==> config.mk <==
export PLATFORM = sky130hd
export DESIGN_NAME = imem_loader_flat
export DESIGN_NICKNAME = d
export VERILOG_FILES = /design/src/rtl/imem_loader_if.sv /design/src/rtl/imem_loader.sv /design/src/flat_wrapper.sv
export SDC_FILE = /design/constraint.sdc
export NUM_CORES = 1
export LEC_CHECK = 0
export ABC_AREA = 1
export CAP_MARGIN = 25
export CORE_MARGIN = 2
export CORE_UTILIZATION = 45
export DETAILED_ROUTE_END_ITERATION = 16
export PLACE_DENSITY = 0.79
export REMOVE_ABC_BUFFERS = 1
export SLEW_MARGIN = 40
export SYNTH_ARGS = -nofsm -noshare
export SYNTH_HDL_FRONTEND = slang
export SYNTH_SLANG_ARGS = --single-unit
==> constraint.sdc <==
create_clock -name clk -period 1.4 [get_ports clk]
set_input_delay 0.35 -clock clk [delete_from_list [all_inputs] [get_ports clk]]
set_output_delay 0.35 -clock clk [all_outputs]
set_load 0.01 [all_outputs]
==> src/rtl/imem_loader_if.sv <==
// Host command stream and instruction-memory write port of the boot loader.
// The master side is the host/memory environment; the slave side is the loader.
interface imem_loader_if #(
  parameter int ADDR_W = 8,
  parameter int DATA_W = 9
);
  logic              cmd_valid;
  logic              cmd_ready;
  logic [DATA_W-1:0] cmd_data;
  logic              im_we;
  logic [ADDR_W-1:0] im_addr;
  logic [DATA_W-1:0] im_wdata;

  modport master (
    output cmd_valid, cmd_data,
    input  cmd_ready, im_we, im_addr, im_wdata
  );

  modport slave (
    input  cmd_valid, cmd_data,
    output cmd_ready, im_we, im_addr, im_wdata
  );
endinterface

==> src/rtl/imem_loader.sv <==
// Boot loader: writes a framed, XOR-checksummed program into instruction memory,
// releases the core once the checksum matches, and counts cycles until the core is done.
module imem_loader #(
  parameter int ADDR_W = 8,
  parameter int DATA_W = 9,
  parameter int CNT_W  = 16
) (
  input  logic             clk,
  input  logic             reset,
  imem_loader_if.slave     bus,
  output logic             cpu_reset,
  input  logic             cpu_done,
  output logic             load_done,
  output logic             load_err,
  output logic [CNT_W-1:0] run_cycles
);

  typedef enum logic [2:0] {
    S_HDR,
    S_DATA,
    S_SUM,
    S_RUN,
    S_HALT,
    S_ERR
  } state_t;

  state_t            state;
  state_t            next_state;
  logic [ADDR_W-1:0] last_idx;
  logic [ADDR_W-1:0] idx;
  logic [DATA_W-1:0] csum;
  logic              fire;
  logic              is_hdr;
  logic              hdr_take;
  logic              data_take;
  logic              released_next;

  assign bus.cmd_ready = (state != S_RUN);
  assign fire          = bus.cmd_valid && bus.cmd_ready;
  assign is_hdr        = bus.cmd_data[DATA_W-1];
  assign data_take     = fire && (state == S_DATA);
  assign released_next = (next_state == S_RUN) || (next_state == S_HALT);

  // A header is honoured from HDR, HALT and ERR alike; elsewhere in HALT/ERR words are dropped.
  always_comb begin
    next_state = state;
    hdr_take   = 1'b0;
    case (state)
      S_HDR: begin
        if (fire) begin
          if (is_hdr) begin
            next_state = S_DATA;
            hdr_take   = 1'b1;
          end else begin
            next_state = S_ERR;
          end
        end
      end
      S_DATA: begin
        if (fire && (idx == last_idx)) next_state = S_SUM;
      end
      S_SUM: begin
        if (fire) next_state = (bus.cmd_data == csum) ? S_RUN : S_ERR;
      end
      S_RUN: begin
        if (cpu_done) next_state = S_HALT;
      end
      S_HALT, S_ERR: begin
        if (fire && is_hdr) begin
          next_state = S_DATA;
          hdr_take   = 1'b1;
        end
      end
      default: next_state = S_HDR;
    endcase
  end

  always_ff @(posedge clk or negedge reset) begin
    if (!reset) begin
      state        <= S_HDR;
      last_idx     <= '0;
      idx          <= '0;
      csum         <= '0;
      bus.im_we    <= 1'b0;
      bus.im_addr  <= '0;
      bus.im_wdata <= '0;
      cpu_reset    <= 1'b1;
      load_done    <= 1'b0;
      load_err     <= 1'b0;
      run_cycles   <= '0;
    end else begin
      state     <= next_state;
      bus.im_we <= data_take;
      if (data_take) begin
        bus.im_addr  <= idx;
        bus.im_wdata <= bus.cmd_data;
        idx          <= idx + 1'b1;
        csum         <= csum ^ bus.cmd_data;
      end
      // A new header restarts the frame bookkeeping and the run counter together.
      if (hdr_take) begin
        last_idx   <= bus.cmd_data[ADDR_W-1:0];
        idx        <= '0;
        csum       <= '0;
        run_cycles <= '0;
      end else if ((state == S_RUN) && !cpu_done && (run_cycles != {CNT_W{1'b1}})) begin
        run_cycles <= run_cycles + 1'b1;
      end
      cpu_reset <= !released_next;
      load_done <= released_next;
      load_err  <= (next_state == S_ERR);
    end
  end

endmodule

==> src/flat_wrapper.sv <==
// flat-port wrapper written by rule: the top's interface ports become plain ports
module imem_loader_flat 
#(
  parameter int ADDR_W = 8,
  parameter int DATA_W = 9,
  parameter int CNT_W  = 16
)
  (clk, reset, cpu_reset, cpu_done, load_done, load_err, run_cycles, bus_cmd_valid, bus_cmd_data, bus_cmd_ready, bus_im_we, bus_im_addr, bus_im_wdata);
  imem_loader_if #(.ADDR_W(ADDR_W), .DATA_W(DATA_W)) bus_i ();
  input  logic clk;
  input  logic reset;
  output logic cpu_reset;
  input  logic cpu_done;
  output logic load_done;
  output logic load_err;
  output logic [CNT_W-1:0] run_cycles;
  input wire logic [$bits(bus_i.cmd_valid)-1:0] bus_cmd_valid;
  input wire logic [$bits(bus_i.cmd_data)-1:0] bus_cmd_data;
  output wire logic [$bits(bus_i.cmd_ready)-1:0] bus_cmd_ready;
  output wire logic [$bits(bus_i.im_we)-1:0] bus_im_we;
  output wire logic [$bits(bus_i.im_addr)-1:0] bus_im_addr;
  output wire logic [$bits(bus_i.im_wdata)-1:0] bus_im_wdata;
  assign bus_i.cmd_valid = bus_cmd_valid;
  assign bus_i.cmd_data = bus_cmd_data;
  assign bus_cmd_ready = bus_i.cmd_ready;
  assign bus_im_we = bus_i.im_we;
  assign bus_im_addr = bus_i.im_addr;
  assign bus_im_wdata = bus_i.im_wdata;
  imem_loader #(.ADDR_W(ADDR_W), .DATA_W(DATA_W), .CNT_W(CNT_W)) u_core (.clk(clk), .reset(reset), .bus(bus_i), .cpu_reset(cpu_reset), .cpu_done(cpu_done), .load_done(load_done), .load_err(load_err), .run_cycles(run_cycles));
endmodule
==> out/results.ini, run 1 <==
[place]
place_congestion = 0.933
place_hpwl_mm = 5.93
pre_cts_slack_ns = -0.632
portBuffers = 50
dp_cells = 594

[sta]
fin_crit_ns = 1.82
grt_setup_unrepaired = yes
period_share_pct = 130
tightest_slew_ns = 0.396
setup_violations = 68
hold_violations = 0
timing.slew.headroom_pct = 73.4
finalWorstSetupSlack_ns = -0.418
slew_viol_final = 0
whs_ns = 0.352
max_clock_freq_ghz = 0.550
finClkSkew_ns = 0.00958
fin_tns_setup_ns = -11.63

[min_path]
hold_depth = 3
hold_path.class = in2reg

[run]
drv_cap = 0

[logic_synthesis]
ys.warnings.count = 0
synth_top_family_by_area = simple AND/OR/NAND/NOR gates
synthSimpleGateAreaFrac_pct = 28.5
synth_mux_area_share_pct = 0
synth-compound-area-share_pct = 8.65
yosysUniqueCellTypes = 36
synth.top_cells.by_area = dfrtp_1 50%, nand2_1 13%, o21ai_0 5.3%
synth-seq-cells = 65
synthXorXnorAreaFrac_pct = 4.38
yosys.area.top_type_share_pct = 50.1
synth_fa_ha_area_share_pct = 0.783
synthCells = 385
syn_avg_cell_area_um2 = 8.30
synth_area_um2 = 3200
seq_area_frac_synth_pct = 50.9
yosysTopAreaCell = dfrtp_1

[critical_path]
reg2reg_from = u_core.state[2]
regToRegSetupSlack_ns = -0.42
slowest_delay_ns = 0.46
startpoint = u_core.state[2]
crit_arrival_ns = 2.07
start_kind = flip-flop
path_cells = inv_4 -> nand2_8 -> nor3_4 -> nand4_1 -> nor2_2 -> nand2_1 -> nor2_2 -> nand2_1 -> nand2_1 -> nor2_1
cp_max_fo = 3
critPathCaptureType = flip-flop
critPathKind = reg2reg
crit_top_cell = nand2_1
worstPathRequired_ns = 1.65
crit_end = u_core.idx[7]
crit_slowest_cell = dfrtp_2
r2r_end = u_core.idx[7]
r2r_cells = 10

[routing]
avgRoutedWirePerCell_um = 20.7
routed_wl_mm = 13.7
dr.pass1.iters = 5
via_count = 3755
via_per_inst = 5.67
drc = 0
drt_iter0_markers = 282
final_antenna_net_count = 0

[floorplanning]
die_w_um = 88.3
chipHeight_um = 88.3
core_um2 = 6830
die_area_um2 = 7790
initial_utilization_pct = 46.8
ios = 51
rows = 30

[final_layout]
drive_above_1_share_pct = 52.8
area_growth_pct = 81.6
seq_area_um2 = 1630
fillerInstances = 335
multi_input_area_um2 = 2040
fin_cells = 662
nets = 576
n_antenna_cell = 0

[clock_network]
cts.sinks = 65
clk_latency_ns = 0.35
cts-root-buf = clkbuf_8
clockBufferDepth = 2
cts_buffers = 9
clk_pin_slew_ns = 0.08
cts.htree.levels = 3
tritoncts = built

[global_route]
grt_pass1_wl_mm = 17.9
grt_usage_pct = 30.7
grt_overflow_total = 0
grt_pass1_vias = 3616
grt_max_degree = 23
antenna_found_initial = 0

[pwr]
p_total_uw = 8850
power_density_nw_per_um2 = 1520
power_leakage_uw = 0.00291
peakVddDrop_uv = 1060

[run_status]
run_status = finished, violations left
violations = setup timing

Yosys cell counts:
cell and n:
buf_1 2, dfrtp_1 64, buf_4 1, inv_1 36, o31ai_1 1, nor2_8 1, a21oi_1 9, ha_1 2
clkbuf_1 3, and3_1 1, nand3_1 24, xnor2_1 6, nand3_2 1, nor3_1 5, nor3_4 1, xor2_1 10
a21oi_2 1, o21ai_0 34, buf_6 1, dfstp_2 1, a31oi_1 2, nand4_1 7, nor2_2 5, nor3b_2 1
nor2_4 2, clkinv_2 1, a22oi_1 1, buf_2 4, o21ai_1 5, nor4_1 1, nor2_1 26, nand2_2 5
nand2_4 1, nor3_2 4, inv_2 5, nand2_1 111
power breakdown:
part / total (uW) / internal [uW] / switching, uW
sequential: 2900 / 2420 / 479
clock: 1510 / 740 / 766
combinational: 4440 / 1990 / 2450
cells in the final DEF (no fill, tap or decap), types with 7 or more instances in the layout:
master           instances
buf_2                   11
buf_4                   80
buf_6                   38
clkbuf_8                11
clkdlybuf4s15_1          8
clkdlybuf4s50_1          8
dfrtp_1                 62
dlygate4sd2_1           14
inv_1                   31
nand2_1                 79
nand2_2                 28
nand2_4                  7
nand3_2                 15
nand3_4                  9
nand4_1                  7
nor2_1                  15
nor2_2                   7
nor2_4                  11
nor3_4                   7
o21ai_1                 11
o21ai_2                 20
xor2_1                   7
registers in the layout (all words and copies together) (netlist names):
signal	cells
u_core.bus.im_addr	8
u_core.bus.im_wdata	9
u_core.bus.im_we	1
u_core.cpu_reset	1
u_core.csum	9
u_core.idx	8
u_core.last_idx	8
u_core.load_done	1
u_core.load_err	1
u_core.run_cycles	16
u_core.state	3
timing repair:
| action | CTS | global route |
|---|---|---|
| pin swaps | 44 | 40 |
| gates resized for setup | 230 | 118 |
| setup buffers | 28 | 24 |
| cloned | 4 | 1 |
| setup endpoints to repair | 84 | 71 |
| hold buffers | 1 | 0 |
| endpoints found under the hold margin | 11 | 0 |
worst min path at each step:
stage | startpoint | end | slack [ns]
2_1_floorplan | reset | u_core.bus.im_addr[0] | 0.05
3_3_place_gp | reset | u_core.run_cycles[2] | 0.28
3_5_place_dp | reset | u_core.run_cycles[3] | 0.28
4_1_cts | reset | u_core.run_cycles[2] | 0.47
5_1_grt | bus_cmd_data[6] | u_core.last_idx[6] | 0.37
6_report | bus_cmd_data[6] | u_core.bus.im_wdata[6] | 0.35
per-layer routing:
metal	up-vias	share of wire, %	track usage (%)
li1	1585	-	-
met1	1823	35	33.1
met2	264	52	56.0
met3	83	7.5	6.34
met4	0	6.1	16.4
met5	-	0	0
worst max-delay path: cells and delay by family (launching register included):
kind	cells	cell delay, ns
buf+inv	1	0.12
simple gates	9	1.13
flops	1	0.46
cells by family (layout without fill, tap and decap cells):
family | after synthesis | in the layout
AO/OA/AOI/OAI | 53 | 53
XOR/XNOR | 16 | 16
adder cells (fa/ha/maj) | 2 | 2
buffers and inverters | 53 | 233
flip-flops | 65 | 65
AND/OR/NAND/NOR | 196 | 197
cell type report:
class | instances | area share (%)
inverter | 42 | 3.21
timing repair buffer | 174 | 28.4
tap | 96 | 2.07
sequential | 65 | 28.1
multi-input combinational | 268 | 35.1
timing repair inverter | 1 | 0.129
clock buffer | 14 | 2.80
clock inverter | 2 | 0.216
per-stage QoR:
stage                     area [um^2]  util (%)
final                            5810      85.0
after global routing             5810      85.0
after CTS                        5230      76.5
after detailed placement         4340      63.5
after global placement           4340      63.5
after floorplan                  3140         -
Note: power is estimated with default switching activity, not from simulation.
==> run 2, diff against run 1 <==
==> constraint.sdc (replaced) <==
create_clock -name clk -period 1.6 [get_ports clk]
set_input_delay 0.4 -clock clk [delete_from_list [all_inputs] [get_ports clk]]
set_output_delay 0.4 -clock clk [all_outputs]
set_load 0.01 [all_outputs]
==> out/results.ini, run 2 (synthesized netlist as in run 1, its figures left out) <==
[place]
place_congestion = 0.928
dp_cells = 560
portBuffers = 50
place_hpwl_mm = 5.59
dpl-instance-area_um2 = 4080

[final_layout]
area_growth_pct = 48.6
final_common_cell = nand2_1
final_cell_area_um2 = 4750
nets = 514
drive_above_1_share_pct = 30.2
reg.largest.list = u_core.run_cycles x16, u_core.bus.im_wdata x9, u_core.csum x9
fin_cells = 600
multi_input_area_um2 = 1590
largest_reg_flops = 16
most-common-layout-cells = 104 x nand2_1, 62 x dfrtp_1, 48 x buf_4
fillerInstances = 524
n_antenna_cell = 0
seq_area_um2 = 1630
regMostFlops = u_core.run_cycles

[floorplanning]
initial_utilization_pct = 46.8
chipHeight_um = 88.3
core_um2 = 6830
die_w_um = 88.3
ios = 51
die_area_um2 = 7790
rows = 30

[critical_path]
crit_arrival_ns = 2.00
start_kind = flip-flop
critPathCaptureType = flip-flop
critPathKind = reg2reg
worstPathRequired_ns = 1.83
r2r_cells = 6
cp_max_fo = 4

[pwr]
power_density_nw_per_um2 = 1380
swShare_pct = 38.0
seq_power_share_pct = 37.6
power_leakage_uw = 0.00245
power.switching_uw = 2490
pwr-share-clk_pct = 21.7
p_total_uw = 6540
internal_power_uw = 4050
p_comb_share_pct = 40.7
peakVddDrop_uv = 931

[global_route]
grt_overflow_total = 0
grt_pass1_wl_mm = 12.9
grt_pass1_vias = 2951
grt_usage_pct = 21.5
antenna_found_initial = 0
grt_max_degree = 66

[sta]
grt_setup_unrepaired = yes
finalWorstSetupSlack_ns = -0.172
whs_ns = 0.0591
fin_crit_ns = 1.77
slew_viol_final = 0
period_share_pct = 111
hold_violations = 0
setup_violations = 9
timing.slew.headroom_pct = 66.6
max_clock_freq_ghz = 0.564
finClkSkew_ns = 0.00983
tightest_slew_ns = 0.497

[routing]
avgRoutedWirePerCell_um = 15.0
drc = 0
routed_wl_mm = 8.98
drt_iter0_markers = 239
via_per_inst = 5.15
final_antenna_net_count = 0
via_count = 3089
dr.pass1.iters = 5

[clock_network]
tritoncts = built
clk_pin_slew_ns = 0.08
clk_latency_ns = 0.35
cts_buffers = 9
cts.htree.levels = 3
cts-root-buf = clkbuf_8
cts.sinks = 65
clockBufferDepth = 2

[run_status]
violations = setup timing
run_status = finished, violations left

[min_path]
hold_path.class = in2async

[run]
drv_cap = 0

[run 2: final timing paths]
check                                      start                    end  slack [ns]
setup / recovery            u_core.run_cycles[8]  u_core.run_cycles[10]       -0.17
hold / removal                             reset   u_core.run_cycles[3]        0.06
setup reg to reg            u_core.run_cycles[8]  u_core.run_cycles[10]       -0.17
hold reg to reg            u_core.bus.im_addr[7]  u_core.bus.im_addr[7]        0.48
max in group asynchronous                  reset       u_core.cpu_reset        1.23
min in group clk           u_core.bus.im_addr[7]  u_core.bus.im_addr[7]        0.48
[run 2: metal layers]
| metal | up-vias | wire length [um] | global-route usage [%] |
|---|---|---|---|
| li1 | 1463 | - | - |
| met1 | 1481 | 3670 | 26.4 |
| met2 | 124 | 4630 | 36.3 |
| met3 | 21 | 484 | 5.32 |
| met4 | 0 | 204 | 8.54 |
| met5 | - | 0 | 0 |
[run 2: repair_timing]
action	in CTS	in global routing
hold buffers	0	0
cloned	0	1
endpoints found under the setup margin	43	43
hold endpoints to repair	0	0
pin swaps	0	33
setup buffers	5	18
resized for setup	45	99
[run 2: worst max-delay path, cell delays in order (launching register included)]
cell and delay (ns):
dfrtp_1 0.35, buf_4 0.13, nand2_1 0.15, nor3_1 0.44, nand2_1 0.23, nor3_4 0.26, nor2_1 0.08
[run 2: through the flow]
step	utilization, %	setup TNS [ns]	setup slack, ns
2_1_floorplan	-	-3.03	-0.170
3_3_place_gp	59.7	-12.09	-0.312
3_5_place_dp	59.7	-13.69	-0.403
4_1_cts	62.7	-0.0311	-0.0263
5_1_grt	69.5	-2.08	-0.248
6_report	69.5	-0.654	-0.172
[run 2: area by class of cell]
cell class | count | area share [%]
inverters | 42 | 3.50
multi-input cells | 267 | 33.5
flip-flops and latches | 65 | 34.3
well taps | 96 | 2.53
clock inverters | 5 | 1.16
clock buffers | 11 | 2.98
repair buffers | 114 | 22.0
[run 2: power by group through the flow]
stage          logic [uW]  registers, uW  clock network, uW
2_1_floorplan        1080           2520                  0
3_3_place_gp         2160           2440                  0
3_5_place_dp         2240           2460                  0
4_1_cts              2110           2430               1430
5_1_grt              2910           2500               1520
6_report             2660           2460               1420
